--- config.mk ---
export PLATFORM = sky130hd
export DESIGN_NAME = seg_mux_drv_flat
export DESIGN_NICKNAME = d
export VERILOG_FILES = /design/src/rtl/seg_mux_drv_if.sv /design/src/rtl/seg_mux_drv.sv /design/src/flat_wrapper.sv
export SDC_FILE = /design/constraint.sdc
export NUM_CORES = 1
export LEC_CHECK = 0
export BUFFER_PORTS_ARGS = -buffer_cell sky130_fd_sc_hd__buf_2
export CAP_MARGIN = 40
export CORE_UTILIZATION = 55
export CTS_BUF_LIST = sky130_fd_sc_hd__clkbuf_8
export DETAILED_ROUTE_END_ITERATION = 6
export HOLD_SLACK_MARGIN = 0.12
export PLACE_DENSITY = 0.84
export SYNTH_ARGS = -nofsm -noshare
export SYNTH_HDL_FRONTEND = slang
export SYNTH_SLANG_ARGS = --single-unit
--- constraint.sdc ---
create_clock -name clk -period 2.39 [get_ports clk]
set_clock_uncertainty 0.15 [all_clocks]
set_input_delay 0.717 -clock clk [delete_from_list [all_inputs] [get_ports clk]]
set_output_delay 0.717 -clock clk [all_outputs]
set_load 0.1 [all_outputs]
--- src/rtl/seg_mux_drv_if.sv ---
// Bus bundle for seg_mux_drv: digit load request in, multiplexed segment/anode drive out.
// The controller side uses the master modport; the display driver uses the slave modport.
interface seg_mux_drv_if #(
    parameter int DIGITS = 4
);
    logic                  load;
    logic [4*DIGITS-1:0]   digits_in;
    logic [DIGITS-1:0]     blank_mask;
    logic [6:0]            seg;
    logic [DIGITS-1:0]     an;
    logic                  frame_strobe;

    modport master (
        output load, digits_in, blank_mask,
        input  seg, an, frame_strobe
    );

    modport slave (
        input  load, digits_in, blank_mask,
        output seg, an, frame_strobe
    );
endinterface

--- src/rtl/seg_mux_drv.sv ---
// Multiplexed 7-segment driver with double-buffered digit load and anti-ghost dead time.
// Optional build macro SEG_LEADING_ZERO_BLANK_EN darkens leading zero digits.
module seg_mux_drv #(
    parameter int DIGITS      = 4,
    parameter int REFRESH_DIV = 50000,
    parameter int DEAD        = 16
) (
    input  logic          clk,
    input  logic          rst_n,
    seg_mux_drv_if.slave  bus
);

    localparam int CNT_W = $clog2(REFRESH_DIV);
    localparam int IDX_W = (DIGITS > 1) ? $clog2(DIGITS) : 1;

    localparam logic [CNT_W-1:0] CNT_LAST = CNT_W'(REFRESH_DIV - 1);
    localparam logic [CNT_W-1:0] CNT_DEAD = CNT_W'(DEAD);
    localparam logic [IDX_W-1:0] IDX_LAST = IDX_W'(DIGITS - 1);

    logic [CNT_W-1:0]      r_cnt;
    logic [IDX_W-1:0]      r_idx;

    logic [4*DIGITS-1:0]   r_pend_digits;
    logic [DIGITS-1:0]     r_pend_mask;
    logic                  r_pend_valid;
    logic [4*DIGITS-1:0]   r_act_digits;
    logic [DIGITS-1:0]     r_act_mask;
    logic                  r_act_valid;

    logic [6:0]            r_seg;
    logic [DIGITS-1:0]     r_an;
    logic                  r_strobe;

    logic                  w_cnt_wrap;
    logic                  w_frame;
    logic [3:0]            w_nibble;
    logic                  w_blank;
    logic                  w_supp;
    logic [DIGITS-1:0]     w_lz;
    logic [6:0]            w_seg_next;
    logic [DIGITS-1:0]     w_an_next;

    function automatic logic [6:0] decodeHex(input logic [3:0] nib);
        logic [6:0] s;
        case (nib)
            4'h0: s = 7'b0000001;
            4'h1: s = 7'b1001111;
            4'h2: s = 7'b0010010;
            4'h3: s = 7'b0000110;
            4'h4: s = 7'b1001100;
            4'h5: s = 7'b0100100;
            4'h6: s = 7'b0100000;
            4'h7: s = 7'b0001111;
            4'h8: s = 7'b0000000;
            4'h9: s = 7'b0000100;
            4'hA: s = 7'b0001000;
            4'hB: s = 7'b1100000;
            4'hC: s = 7'b0110001;
            4'hD: s = 7'b1000010;
            4'hE: s = 7'b0110000;
            default: s = 7'b0111000;
        endcase
        return s;
    endfunction

    assign w_cnt_wrap = (r_cnt == CNT_LAST);
    assign w_frame    = w_cnt_wrap && (r_idx == IDX_LAST);

    always_ff @(posedge clk or negedge rst_n) begin
        if (!rst_n) begin
            r_cnt <= '0;
            r_idx <= '0;
        end else if (w_cnt_wrap) begin
            r_cnt <= '0;
            r_idx <= (r_idx == IDX_LAST) ? '0 : r_idx + 1'b1;
        end else begin
            r_cnt <= r_cnt + 1'b1;
        end
    end

    // A load landing on the frame boundary bypasses pending so it is shown in the frame that starts next.
    always_ff @(posedge clk or negedge rst_n) begin
        if (!rst_n) begin
            r_pend_digits <= '0;
            r_pend_mask   <= '0;
            r_pend_valid  <= 1'b0;
            r_act_digits  <= '0;
            r_act_mask    <= '0;
            r_act_valid   <= 1'b0;
        end else if (w_frame) begin
            if (bus.load) begin
                r_act_digits <= bus.digits_in;
                r_act_mask   <= bus.blank_mask;
                r_act_valid  <= 1'b1;
            end else if (r_pend_valid) begin
                r_act_digits <= r_pend_digits;
                r_act_mask   <= r_pend_mask;
                r_act_valid  <= 1'b1;
            end
            r_pend_valid <= 1'b0;
        end else if (bus.load) begin
            r_pend_digits <= bus.digits_in;
            r_pend_mask   <= bus.blank_mask;
            r_pend_valid  <= 1'b1;
        end
    end

`ifdef SEG_LEADING_ZERO_BLANK_EN
    logic w_still_zero;

    // Walk down from the top digit; suppression stops at the first nonzero digit and never reaches digit 0.
    always_comb begin
        w_lz         = '0;
        w_still_zero = 1'b1;
        for (int i = DIGITS - 1; i >= 1; i--) begin
            if (w_still_zero && (r_act_digits[i*4 +: 4] == 4'h0)) begin
                w_lz[i] = 1'b1;
            end else begin
                w_still_zero = 1'b0;
            end
        end
    end
`else
    assign w_lz = '0;
`endif

    always_comb begin
        w_nibble = 4'h0;
        w_blank  = 1'b0;
        w_supp   = 1'b0;
        for (int i = 0; i < DIGITS; i++) begin
            if (r_idx == IDX_W'(i)) begin
                w_nibble = r_act_digits[i*4 +: 4];
                w_blank  = r_act_mask[i];
                w_supp   = w_lz[i];
            end
        end
    end

    always_comb begin
        w_seg_next = 7'b1111111;
        w_an_next  = '1;
        if (r_act_valid && !w_blank && !w_supp) begin
            w_seg_next = decodeHex(w_nibble);
        end
        if (r_cnt >= CNT_DEAD) begin
            for (int i = 0; i < DIGITS; i++) begin
                if (r_idx == IDX_W'(i)) begin
                    w_an_next[i] = 1'b0;
                end
            end
        end
    end

    always_ff @(posedge clk or negedge rst_n) begin
        if (!rst_n) begin
            r_seg    <= 7'b1111111;
            r_an     <= '1;
            r_strobe <= 1'b0;
        end else begin
            r_seg    <= w_seg_next;
            r_an     <= w_an_next;
            r_strobe <= w_frame;
        end
    end

    assign bus.seg          = r_seg;
    assign bus.an           = r_an;
    assign bus.frame_strobe = r_strobe;

endmodule

--- src/flat_wrapper.sv ---
// flat-port wrapper written by rule: the top's interface ports become plain ports
module seg_mux_drv_flat 
#(
    parameter int DIGITS      = 4,
    parameter int REFRESH_DIV = 50000,
    parameter int DEAD        = 16
)
  (clk, rst_n, bus_load, bus_digits_in, bus_blank_mask, bus_seg, bus_an, bus_frame_strobe);
  seg_mux_drv_if #(.DIGITS(DIGITS)) bus_i ();
  input  logic clk;
  input  logic rst_n;
  input wire logic [$bits(bus_i.load)-1:0] bus_load;
  input wire logic [$bits(bus_i.digits_in)-1:0] bus_digits_in;
  input wire logic [$bits(bus_i.blank_mask)-1:0] bus_blank_mask;
  output wire logic [$bits(bus_i.seg)-1:0] bus_seg;
  output wire logic [$bits(bus_i.an)-1:0] bus_an;
  output wire logic [$bits(bus_i.frame_strobe)-1:0] bus_frame_strobe;
  assign bus_i.load = bus_load;
  assign bus_i.digits_in = bus_digits_in;
  assign bus_i.blank_mask = bus_blank_mask;
  assign bus_seg = bus_i.seg;
  assign bus_an = bus_i.an;
  assign bus_frame_strobe = bus_i.frame_strobe;
  seg_mux_drv #(.DIGITS(DIGITS), .REFRESH_DIV(REFRESH_DIV), .DEAD(DEAD)) u_core (.clk(clk), .rst_n(rst_n), .bus(bus_i));
endmodule
==> impl.org, run 1 <==
** Run status
- Status :: complete, no violations

** Critical path
- Slack of the worst reg-to-reg path :: 60 ps
- Critical path cell sequence :: ha_2, inv_2, nand2_1, o211ai_1, inv_1, ha_1, nor2b_1, a211oi_1, o21ai_1
- Following the worst setup path forward leads to its endpoint at u_core.bus.seg[3].
- STA classifies the critical path endpoint as a flip-flop.
- Origin of the critical flop-to-flop path :: u_core.r_idx[0]
- Along the worst path, the maximum fanout reaches 4.
- In this design, the largest share of critical-path delay is due to compound AO/OA/AOI/OAI gates.
- STA puts the critical path data required time at 2490 ps.
- Depth of the critical timing path with buffers and inverters included :: 9
- STA classifies the critical path startpoint as a flip-flop.
- Critical-path cell with the highest stage delay :: sky130_fd_sc_hd__dfrtp_2
- On the worst path, the slowest cell contributes a delay of 460 ps.
- Sum of buffers and inverters on the critical path :: 2
- In this run the critical register-to-register path is captured at u_core.bus.seg[3].
- FF-to-FF path depth :: 9
- The worst setup path is of the flip-flop to flip-flop kind.
- Data arrives at the worst endpoint at 2440 ps.
- Launching instance or port of the critical path :: u_core.r_idx[0]

** Synthesis
- Each instance of the synthesized netlist takes up on average 10.9 µm².
- During synthesis, Yosys emitted a total of 0 warnings.
- Mapped Area :: 3440 µm²
- Portion of the post-synthesis area used by sequential elements :: 52.8%
- Among all cell types in the netlist, the one instantiated most often is sky130_fd_sc_hd__dfrtp_1.
- Top cell type by total area after synthesis :: sky130_fd_sc_hd__dfrtp_1
- Multiplexer fraction of the synthesized cell area :: 13.3%
- Post-synthesis simple-gate area fraction :: 14.7%
- Yosys mapped a number of flops with a built-in enable equal to 0.
- XOR/XNOR share of the synthesized area :: 3.31%
- Net count of the mapped netlist :: 352
- Largest family of logic cells by synthesized area :: simple AND/OR/NAND/NOR gates
- After synthesis the netlist holds a flip-flop and latch count of 72.
- Counting flops with an async set or reset pin after synthesis yields a share of 100%.
- The synthesized netlist devotes 4.37% of its cell area to adder and majority cells.
- The synthesized netlist devotes 8.48% of its cell area to compound gates.
- Dominant cells by area after synthesis :: sky130_fd_sc_hd__dfrtp_1 (44%), sky130_fd_sc_hd__dfstp_2 (8.4%), sky130_fd_sc_hd__mux2_2 (6.9%)
- Share of Yosys cell area claimed by the top area cell type :: 44.4%
- Sorting the synthesized cells by how often they occur yields sky130_fd_sc_hd__dfrtp_1 (61), sky130_fd_sc_hd__nand2_1 (48), sky130_fd_sc_hd__o21ai_0 (24), sky130_fd_sc_hd__mux2i_1 (22), sky130_fd_sc_hd__mux2_2 (21).
- Gate count after technology mapping :: 317
- Commonest register cell after synthesis :: sky130_fd_sc_hd__dfrtp_1
- Netlist cell types :: 40

** STA
- Final setup fails :: 0
- Dividing the final minimum period by the clock period gives 97.7%.
- Measured slew at the worst slew-check pin :: 592 ps
- Subtracting the final worst setup slack from the clock period gives 2330 ps.
- Hold Fails Final Rpt :: 0
- Slew margin rel. :: 60.4%
- The final-report max-slew violation count came to 0.
- Derived from the worst setup path, the maximum achievable clock frequency is 0.428 GHz.

** Floorplan
- For this design the top-level I/O count stands at 35.
- Initial cell density of the core :: 57.4%
- Placeable core area :: 5990 µm²
- Die width :: 81.1 µm
- Row generation in the floorplan step produced 28 rows.
- Total Die Area :: 6570 µm²
- Height of the die :: 81.1 µm

** Routing
- Once detail routing completed, the nets flagged for antenna violations numbered 0.
- Total Routed Length :: 6770 µm
- In the routed design, unresolved DRC markers number 0.
- Vias :: 2470
- Detailed Routing Iterations Pass 1 :: 4
- Dividing the detail-routed via count by the number of cells gives 5.54.
- Wire length per cell :: 15.2 µm
- The first routing iteration left 142 violations.

** Global routing
- Met1 global-route usage :: 28.1%
- In the global route stage, met3 resource usage came out at 5.62%.
- The layer flagged by global routing as most heavily used is met2.
- The initial antenna violation count came to 0.
- Overflow left after global routing :: 0
- The via count of the first global-routing pass is 2380.
- Entering global routing, the biggest net connects 44 pins.
- The first global-routing pass estimated 10900 µm of wire.
- GRT met2 Usage :: 37.1%
- GRT Total Usage :: 22.5%

** CTS
- Root Driver :: sky130_fd_sc_hd__clkbuf_8
- Counting the buffers created by CTS gives 9.
- Clock latency reported for the late side of the worst-skew pair :: 350 ps
- The H-tree generated during clock tree synthesis spans 3 levels.
- Clock-pin slew was measured on the worst setup and hold paths at 70 ps.
- CTS sink cnt :: 72
- TritonCTS built the clock tree.
- No sink is reached through more buffers than the 2 on the longest clock path.

** Cells and area
- After routing the design area is 4040 µm².
- Relative to the synthesized area, the layout overhead comes to 17.4%.
- Multi-input gate area in the final layout :: 1580 µm²
- Sequential cell area :: 1820 µm²
- # fillers :: 468
- The number of antenna diodes in the final layout is 0.
- Of the cells placed in the final design, the portion with a size suffix greater than 1 is 30.5%.
- The net count of the finished layout is 401.

** Pwr
- In this run the power density over the cells is 575 nW/µm².
- The analysis attributes to cell leakage a power of 1.83 nW.
- The worst-case IR drop observed on VDD is 0.449 mV.
- The design draws 0.00232 W.

** Place
- Number of buffers inserted by port buffering :: 34
- At the end of routability-driven placement, the weighted congestion stood at 0.857.
- Placed inst area :: 3750 µm²
- The HPWL after detailed placement is 4490 µm.

** Min path
- Class of the worst hold path :: input pin to asynchronous set/reset pin

** Flow run
- Across the run, the number of max-cap violations was 0.
## worst min-delay path by stage
stage,cells after the start,to,slack [ps]
after global placement,1,u_core.r_act_valid,300
after detailed placement,1,u_core.r_act_valid,300
after floorplan,0,u_core.bus.frame_strobe,270
final,2,u_core.r_cnt[6],230
after global routing,2,u_core.r_cnt[4],260
after CTS,2,u_core.r_cnt[6],240
## worst reg2reg max path, delay by kind of cell (launching register included)
kind | cells | cell delay (ps)
compound gates | 3 | 740
flops | 1 | 460
fa+ha+maj | 2 | 410
simple gates | 2 | 270
buf+inv | 2 | 190
## stage by stage
stage / std cells / util, % / hold WS, ps / TNS, ps / worst slack (ps)
2_1_floorplan: 317 / - / 271 / 0 / 109
3_3_place_gp: 424 / 62.6 / 300 / 0 / 138
3_5_place_dp: 424 / 62.6 / 303 / -51.6 / -51.6
4_1_cts: 440 / 65.9 / 239 / 0 / 13.4
5_1_grt: 446 / 67.4 / 256 / -270 / -133
6_report: 446 / 67.4 / 228 / 0 / 55.4
## timing repair
action                                  in CTS  in global routing
pin swaps                                    0                  3
hold buffers                                 0                  0
setup buffers                                0                  6
endpoints found under the setup margin       2                  6
gates resized for setup                      2                 15
## routing by layer
layer	wire length, µm	vias up
met4	146	0
li1	-	1193
met5	0	-
met2	3350	57
met1	2970	1203
met3	297	17
## registers in the layout, summed over array words and instances (netlist names)
register / flops
u_core.r_act_digits: 16
u_core.r_cnt: 16
u_core.r_pend_digits: 16
u_core.bus.seg: 7
u_core.bus.an: 4
u_core.r_act_mask: 4
u_core.r_pend_mask: 4
u_core.r_idx: 2
u_core.bus.frame_strobe: 1
u_core.r_act_valid: 1
u_core.r_pend_valid: 1
## cell families (layout without fill, tap and decap cells)
kind of cell,count (synthesis),count (layout)
simple gates,107,107
fa+ha+maj,12,12
xor+xnor,13,13
mux,43,43
flops,72,72
buf+inv,23,77
compound gates,47,47
## power breakdown
| part | total [W] | leakage, nW | internal, W | switching (W) |
|---|---|---|---|---|
| Combinational | 0.000132 | 0.830 | 0.0000677 | 0.0000642 |
| Clock | 0.000923 | 0.0985 | 0.000472 | 0.000451 |
| Sequential | 0.00127 | 0.899 | 0.00125 | 0.0000153 |
## layout make-up
type / count / area share (%)
Clock buffer: 9 / 3.07
Clock inverter: 7 / 1.55
Inverter: 10 / 1.05
Multi-Input combinational cell: 222 / 39.0
Sequential cell: 72 / 45.0
Tap cell: 75 / 2.32
Timing Repair Buffer: 51 / 7.99
## layout by cell type, fill, tap and decap left out, drive strengths merged, types with 4 or more instances in the layout
| master | instances |
|---|---|
| buf | 51 |
| mux2i | 22 |
| clkbuf | 9 |
| dfrtp | 61 |
| xor2 | 9 |
| mux2 | 21 |
| xnor2 | 4 |
| o21ai | 28 |
| dfstp | 11 |
| nand3 | 9 |
| o211ai | 8 |
| nand2 | 48 |
| inv | 10 |
| nand2b | 4 |
| nor2b | 5 |
| ha | 12 |
| nor2 | 20 |
| clkinv | 5 |
(Power assumes the default switching activity.)
==> inputs of run 2 (changes only) <==
BUFFER_PORTS_ARGS = default   (was -buffer_cell sky130_fd_sc_hd__buf_2)
DONT_BUFFER_PORTS = 1   (was default)
PLACE_DENSITY = 0.79   (was 0.84)
==> impl.org, run 2 (synthesized netlist as in run 1, its figures left out) <==
** Floorplan
- Height of the die :: 81.1 µm (unchanged)
- The standard cell core area is 5990 µm² (unchanged).
- The area enclosed by the die boundary was 6570 µm² (unchanged).
- The I/O pin count was 35 (unchanged).
- The count of standard-cell rows was 28 (unchanged).
- The initial core utilization was 57.4% (unchanged).
- Die width :: 81.1 µm (unchanged)

** Place
- The number of buffers added on ports came to 0 (-100%).
- The detailed-placement wirelength estimate is 4170 µm (-7.1%).
- The final RePlAce weighted congestion was 0.901 (+5.2%).
- The placed standard-cell area came to 3550 µm² (-5.3%).

** CTS
- Register clock-pin slew on the reported worst setup and hold paths :: 80 ps (about the same)
- The insertion delay of the later-clocked pin in the worst-skew pair is 340 ps (about the same).
- Root Driver :: sky130_fd_sc_hd__clkbuf_8
- Buffer count from post-CTS setup fixing :: 0 (unchanged)
- Total clock buffers created by CTS :: 9 (unchanged)
- The maximum clock path buffer count is 2 (unchanged).
- Number of levels the H-tree was split into :: 3 (unchanged)
- The clock sink count is 72 (unchanged).
- TritonCTS built the clock tree.

** Critical path
- Max stage delay on crit path :: 470 ps (about the same)
- Required time of the worst setup path :: 2470 ps (-20 ps)
- Traced cell by cell, the critical path runs through inv_2, ha_4, nand2_1, o211ai_1, o221ai_2, buf_4, ha_1, nor2b_1, a211oi_1, o21ai_0.
- The maximum fanout encountered on the critical timing path was 6 (+2).
- Critical-path cell with the highest stage delay :: sky130_fd_sc_hd__dfrtp_2
- The arrival time of the worst setup path was 2390 ps (-50 ps).
- STA classifies the critical path endpoint as a flip-flop.
- Worst Setup Path Type :: flip-flop to flip-flop
- Worst setup SP type :: flip-flop
- Slack of the worst reg-to-reg path :: 80 ps (+20 ps)
- FF-to-FF path depth :: 10 (+1)
- The critical path buffer and inverter count is 2 (unchanged).
- Endpoint of the most critical register-to-register path :: u_core.bus.seg[3]
- Broken down by cell family, the worst path's largest delay share belongs to compound AO/OA/AOI/OAI gates.
- The startpoint identified for the worst register-to-register timing path is u_core.r_idx[1].

** Global routing
- Largest net degree at the start of global routing :: 73 (+66%)
- Global Route met3 Usage :: 6.18% (+0.56 points)
- GRT Total Usage :: 22.3% (-0.24 points)
- The global routing met1 resource utilization was 30.0% (+1.9 points).
- After global routing, the most crowded layer is met2.
- Number of antenna violations at the first check in global routing :: 0 (unchanged)
- Overflow left after global routing :: 0 (unchanged)
- GRT met2 Usage :: 33.9% (-3.3 points)
- Global-route wire length before repair :: 10900 µm (-0.63%)
- Number of global-route vias before repair :: 2305 (-3.2%)

** STA
- The final number of hold-violating endpoints is 61 (+61).
- The final-report max-slew violation count came to 0 (unchanged).
- Measured slew at the worst slew-check pin :: 625 ps (+33.9 ps)
- The total setup violations reported at the end of the flow came to 0 (unchanged).
- Share of the clock period used by the worst path :: 96.7% (-0.98 points)
- The time the final worst path needs with I/O delays and setup is 2310 ps (-23.5 ps).
- Setup repair after global routing could not meet its margin everywhere.
- The post-route worst hold slack was -87.5 ps (-315 ps).
- The top achievable clock speed was 0.433 GHz (+1.0%).
- Slew margin rel. :: 58.1% (-2.3 points)

** Routing
- The mean number of vias per cell is 5.60 (+1.0%).
- The first-pass iteration count of the detailed router is 4 (unchanged).
- Vias :: 2255 (-8.7%)
- Total Routed Length :: 6370 µm (-5.9%)
- The initial DRC count was 138 (-2.8%).
- Antenna Violating Nets Remaining :: 0 (unchanged)
- Wire length per cell :: 15.8 µm (+4.1%)
- DR DRC count :: 0 (unchanged)

** Pwr
- Int Power :: 0.00184 W (+2.7%)
- Clock network fraction of design power :: 42.2% (+2.5 points)
- Switching share of power :: 20.9% (-2.0 points)
- The relative contribution of sequential cells to total power came to 54.6% (about the same).
- Total power divided by cell area :: 607 nW/µm² (+5.5%)
- The part of the total power dissipated in combinational logic is 3.3% (-2.4 points).
- Switching power of the nets :: 0.000485 W (-8.5%)
- The reported leakage power is 1.67 nW (-8.5%).
- Worst supply voltage drop on vdd :: 0.453 mV (+0.88%)

** Cells and area
- Commonest cells after routing, fill and taps aside :: sky130_fd_sc_hd__dfrtp_1 (59), sky130_fd_sc_hd__nand2_1 (48), sky130_fd_sc_hd__o21ai_0 (24), sky130_fd_sc_hd__mux2i_1 (22), sky130_fd_sc_hd__mux2_2 (21)
- Area Overhead vs Synth :: 11.4%
- In the final layout, the registers with the most flip-flops are u_core.r_act_digits: 16 flops, u_core.r_cnt: 16 flops, u_core.r_pend_digits: 16 flops.
- The number of nets at the end of the flow is 359 (-10%).
- Total inserted antenna cells :: 0 (unchanged)
- The finished layout cell area is 3830 µm² (-5.1%).
- Most frequent standard cell in the layout excluding fill and tap cells :: sky130_fd_sc_hd__dfrtp_1
- Share of post-route cells with drive strength above 1 :: 21.6% (-8.8 points)

** Run status
- Violated checks :: hold timing
- The flow ran to the end, but the final reports show violations.

** Flow run
- Count of maximum capacitance violations :: 0 (unchanged)

** Min path
- Class of the worst hold path :: input pin to asynchronous set/reset pin
[run 2: per-stage QoR]
| stage | setup TNS [ps] | util [%] | setup slack (ps) | instances | total power (W) |
|---|---|---|---|---|---|
| 6_report | 0 | 64.0 | 78.9 | 403 | 0.00232 |
| 5_1_grt | -62.6 | 64.0 | -48.6 | 403 | 0.00241 |
| 4_1_cts | 0 | 63.1 | 42.6 | 403 | 0.00235 |
| 3_5_place_dp | -77.8 | 59.3 | -44.7 | 388 | 0.00137 |
| 3_3_place_gp | 0 | 59.3 | 119 | 388 | 0.00136 |
| 2_1_floorplan | 0 | - | 109 | 317 | 0.00136 |
[run 2: worst max-delay path by stage]
stage	start	depth (start not counted)	to	slack, ps
final	u_core.r_idx[1]	10	u_core.bus.seg[3]	80
after global routing	u_core.r_idx[0]	9	u_core.bus.seg[3]	-50
after CTS	u_core.r_idx[1]	8	u_core.bus.seg[3]	40
after detailed placement	u_core.r_idx[0]	9	u_core.bus.seg[2]	-40
after global placement	u_core.r_idx[0]	8	u_core.bus.seg[3]	120
after floorplan	u_core.r_idx[0]	10	u_core.bus.seg[3]	110
[run 2: timing repair]
action | CTS | global route
resized for setup | 5 | 13
hold endpoints to repair | 72 | 72
setup endpoints to repair | 2 | 7
pin swaps | 1 | 1
[run 2: area by class of cell]
type                       instances  area [µm²]
fill                             469        2160
inverter                          10        40.0
multi-input combinational        222        1590
sequential                        72        1820
clock buffer                      11         151
clock inverter                     4        53.8
timing repair buffer               9        80.1
tap                               75        93.8
[run 2: routing by layer]
metal | vias to the layer above | wire length (µm)
li1 | 1109 | -
met1 | 1092 | 2910
met2 | 42 | 3050
met3 | 12 | 280
met4 | 0 | 133
met5 | - | 0
[run 2: power groups by stage]
stage	sequential [W]	clock, W	combinational, W
after floorplan	0.00129	0	0.0000759
after global placement	0.00129	0	0.0000752
after detailed placement	0.00129	0	0.0000776
after CTS	0.00127	0.00101	0.0000781
after global routing	0.00127	0.00105	0.0000837
final	0.00127	0.000981	0.0000760
==> inputs of run 3 (changes only) <==
CAP_MARGIN = 0   (was 40)
CTS_BUF_LIST = sky130_fd_sc_hd__clkbuf_2   (was sky130_fd_sc_hd__clkbuf_8)
==> impl.org, run 3 (synthesized netlist as in run 1, its figures left out) <==
** CTS
- Number of levels the H-tree was split into :: 3 (unchanged)
- Register clock-pin slew on the reported worst setup and hold paths :: 190 ps (+110 ps)
- The maximum clock path buffer count is 2 (unchanged).
- The insertion delay of the later-clocked pin in the worst-skew pair came to 520 ps (+180 ps).
- The CTS buffer count came to 9 (unchanged).
- CTS sink cnt :: 72 (unchanged)
- TritonCTS built the clock tree.
- Root Driver :: sky130_fd_sc_hd__clkbuf_2

** Cells and area
- # fillers :: 465 (-0.85%)
- From synthesis to final layout, the design area changed by 11.2%.
- Top flop regs :: u_core.r_act_digits: 16 flops, u_core.r_cnt: 16 flops, u_core.r_pend_digits: 16 flops
- Sequential cell area :: 1820 µm² (unchanged)
- Share of post-route cells with drive strength above 1 :: 23.2% (+1.6 points)
- The library cells used most frequently in the layout, excluding fill and tap cells, are sky130_fd_sc_hd__dfrtp_1 (59), sky130_fd_sc_hd__nand2_1 (47), sky130_fd_sc_hd__o21ai_0 (24), sky130_fd_sc_hd__mux2i_1 (22), sky130_fd_sc_hd__mux2_2 (20).
- The antenna diode instance count came to 0 (unchanged).
- The area used by multi-input combinational logic was 1600 µm² (+0.55%).
- The library cell used most frequently in the layout, excluding fill and tap cells, is sky130_fd_sc_hd__dfrtp_1.
- Nets :: 367 (+2.2%)
- Non-filler cells, final :: 411 (+2.0%)
- The post-layout utilization of the core came to 63.8% (-0.10 points).

** STA
- The time the final worst path needs with I/O delays and setup came to 2330 ps (+14.7 ps).
- The total setup violations reported at the end of the flow came to 0 (unchanged).
- Setup repair after global routing could not meet its margin everywhere.
- The top achievable clock speed is 0.430 GHz (-0.63%).
- Share of the clock period used by the worst path :: 97.3% (+0.62 points)
- Sum of negative setup slack :: 0 ps (unchanged)
- The max-slew headroom at the worst pin came to 57.4% (-0.67 points).
- Pins over their slew limit :: 0 (unchanged)
- The final number of hold-violating endpoints is 0 (-100%).
- The worst-margin pin slew came to 635 ps (+9.95 ps).
- The post-route worst hold slack came to 180 ps (+268 ps).

** Global routing
- Largest net degree at the start of global routing :: 73 (unchanged)
- Most Crowded Layer GR :: met2
- The total congestion overflow after global routing came to 0 (unchanged).
- The routing usage on met3 is 4.72% (-1.5 points).
- GRT met2 Usage :: 32.3% (-1.6 points)
- The global routing met1 resource utilization is 29.4% (-0.59 points).
- Global-route wire length before repair :: 10500 µm (-2.9%)
- The initial antenna violation count was 0 (unchanged).
- GRT Total Usage :: 21.5% (-0.78 points)
- Number of global-route vias before repair :: 2298 (-0.30%)

** Place
- The detailed-placement wirelength estimate came to 4170 µm (unchanged).
- Number of buffers inserted by port buffering :: 0 (unchanged)
- GP Congestion :: 0.901 (unchanged)
- The number of placed instances, taps included came to 388 (unchanged).

** Min path
- Class of the worst hold path :: input pin to flip-flop

** Floorplan
- Row count :: 28 (unchanged)
- The I/O pin count came to 35 (unchanged).
- The die outline width came to 81.1 µm (unchanged).
- Initial cell density of the core :: 57.4% (unchanged)
- The standard cell core area came to 5990 µm² (unchanged).
- The area enclosed by the die boundary was 6570 µm² (unchanged).
- The height of the die was 81.1 µm (unchanged).

** Critical path
- Critical-path cell with the highest stage delay :: sky130_fd_sc_hd__dfrtp_2
- Max stage delay on crit path :: 490 ps (+20 ps)
- CP dominant cell by count :: sky130_fd_sc_hd__o211ai_1
- The arrival time of the worst setup path was 2590 ps (+200 ps).
- Top fanout value on the critical path :: 5 (-1)
- Worst setup SP type :: flip-flop
- Element type at the critical path end :: flip-flop
- Grouping stages by cell kind, the critical path spends the most delay in compound AO/OA/AOI/OAI gates.
- The critical path buffer and inverter count was 2 (unchanged).
- Required time of the worst setup path :: 2650 ps (+180 ps)
- Critical path cell sequence :: buf_6, ha_4, nor2_4, o211ai_1, o211ai_1, inv_1, ha_2, mux2_4, o211ai_1
- The worst setup path is of the flip-flop to flip-flop kind.

** Flow run
- The count of maximum capacitance violations is 0 (unchanged).

** Routing
- Detailed Routing Iterations Pass 1 :: 4 (unchanged)
- Vias :: 2326 (+3.1%)
- The remaining antenna violation count after routing is 0 (unchanged).
- The initial DRC count came to 168 (+22%).
- The count of unresolved DRC violations after routing is 0 (unchanged).
- The wire length reported by the detailed router was 6250 µm (-1.9%).
- Per-cell via count in the routed design :: 5.66 (+1.1%)
- Wire length per cell :: 15.2 µm (-3.8%)

** Pwr
- Relative contribution of sequential cells to total power :: 62.5% (+7.9 points)
- The peak supply drop was 0.418 mV (-7.7%).
- The power density over cell area is 531 nW/µm² (-13%).
- Clock network fraction of design power :: 32.4% (-9.8 points)
- Leak Pwr :: 1.69 nW (+0.91%)
- The part of the total power dissipated in combinational logic was 5.1% (+1.8 points).
- The internal power consumption came to 0.00154 W (-16%).
- Switching share of power :: 24.1% (+3.2 points)
- The switching component of the power came to 0.000488 W (+0.70%).

** Run status
- The flow ran to the end, and the final reports show no timing, DRC or antenna violations.
run 3: cell types whose count changed in the layout (fill, tap and decap cells not counted), sizes merged:
| cell | previous run | this run |
|---|---|---|
| clkbuf | 11 | 9 |
| dlygate4sd3 | 0 | 1 |
| buf | 9 | 16 |
| clkinv | 1 | 3 |
run 3: final cells by class:
class                      count  area share [%]
clock buffer                   9            1.18
inverter                      10           0.981
timing repair buffer          17            4.35
tap                           75            2.45
sequential                    72            47.5
clock inverter                 6            1.60
multi-input combinational    222            41.9
run 3: worst reg2reg max path, cell delays in order, from the launching register on:
cell and delay, ps:
sky130_fd_sc_hd__dfrtp_2 490, sky130_fd_sc_hd__buf_6 140, sky130_fd_sc_hd__ha_4 170, sky130_fd_sc_hd__nor2_4 150, sky130_fd_sc_hd__o211ai_1 130, sky130_fd_sc_hd__o211ai_1 190
sky130_fd_sc_hd__inv_1 130, sky130_fd_sc_hd__ha_2 200, sky130_fd_sc_hd__mux2_4 250, sky130_fd_sc_hd__o211ai_1 230
run 3: path summary, 6_finish.rpt:
| path | cells past startpoint | to | slack (ps) | from |
|---|---|---|---|---|
| min reg2reg | 1 | u_core.r_act_valid | 360 | u_core.r_act_valid |
| max in group asynchronous | 2 | u_core.bus.seg[6] | 1200 | rst_n |
| max | 9 | u_core.bus.seg[2] | 60 | u_core.r_idx[1] |
| min | 1 | u_core.r_pend_digits[5] | 180 | bus_digits_in[5] |
| min in group asynchronous | 2 | u_core.r_cnt[13] | 570 | rst_n |
| max reg2reg | 9 | u_core.bus.seg[2] | 60 | u_core.r_idx[1] |
run 3: layer usage:
metal	up-vias	share of wire [%]
met3	14	4.1
li1	1137	-
met5	-	0
met4	0	2.3
met2	53	47
met1	1122	46
run 3: per-stage QoR:
| step | worst slack [ps] | area [µm²] | power (W) |
|---|---|---|---|
| 3_3_place_gp | 119 | 3550 | 0.00136 |
| 5_1_grt | -69.0 | 3820 | 0.00211 |
| 6_report | 64.2 | 3820 | 0.00203 |
| 4_1_cts | 0.287 | 3700 | 0.00205 |
| 3_5_place_dp | -44.7 | 3550 | 0.00137 |
| 2_1_floorplan | 109 | 3450 | 0.00136 |
run 3: power groups by stage:
| stage | registers (W) | clock network (W) | logic [W] |
|---|---|---|---|
| global placement | 0.00129 | 0 | 0.0000752 |
| global route | 0.00128 | 0.000717 | 0.000118 |
| CTS | 0.00127 | 0.000673 | 0.000109 |
| finish | 0.00127 | 0.000657 | 0.000104 |
| floorplan | 0.00129 | 0 | 0.0000759 |
| detailed placement | 0.00129 | 0 | 0.0000776 |
run 3: what timing repair did:
action                     in CTS  in global routing
pin swaps                       1                  5
hold endpoints to repair       72                  0
hold buffers                    2                  0
setup endpoints to repair       2                 25
gates resized for setup         2                 19
buffers inserted                0                  6
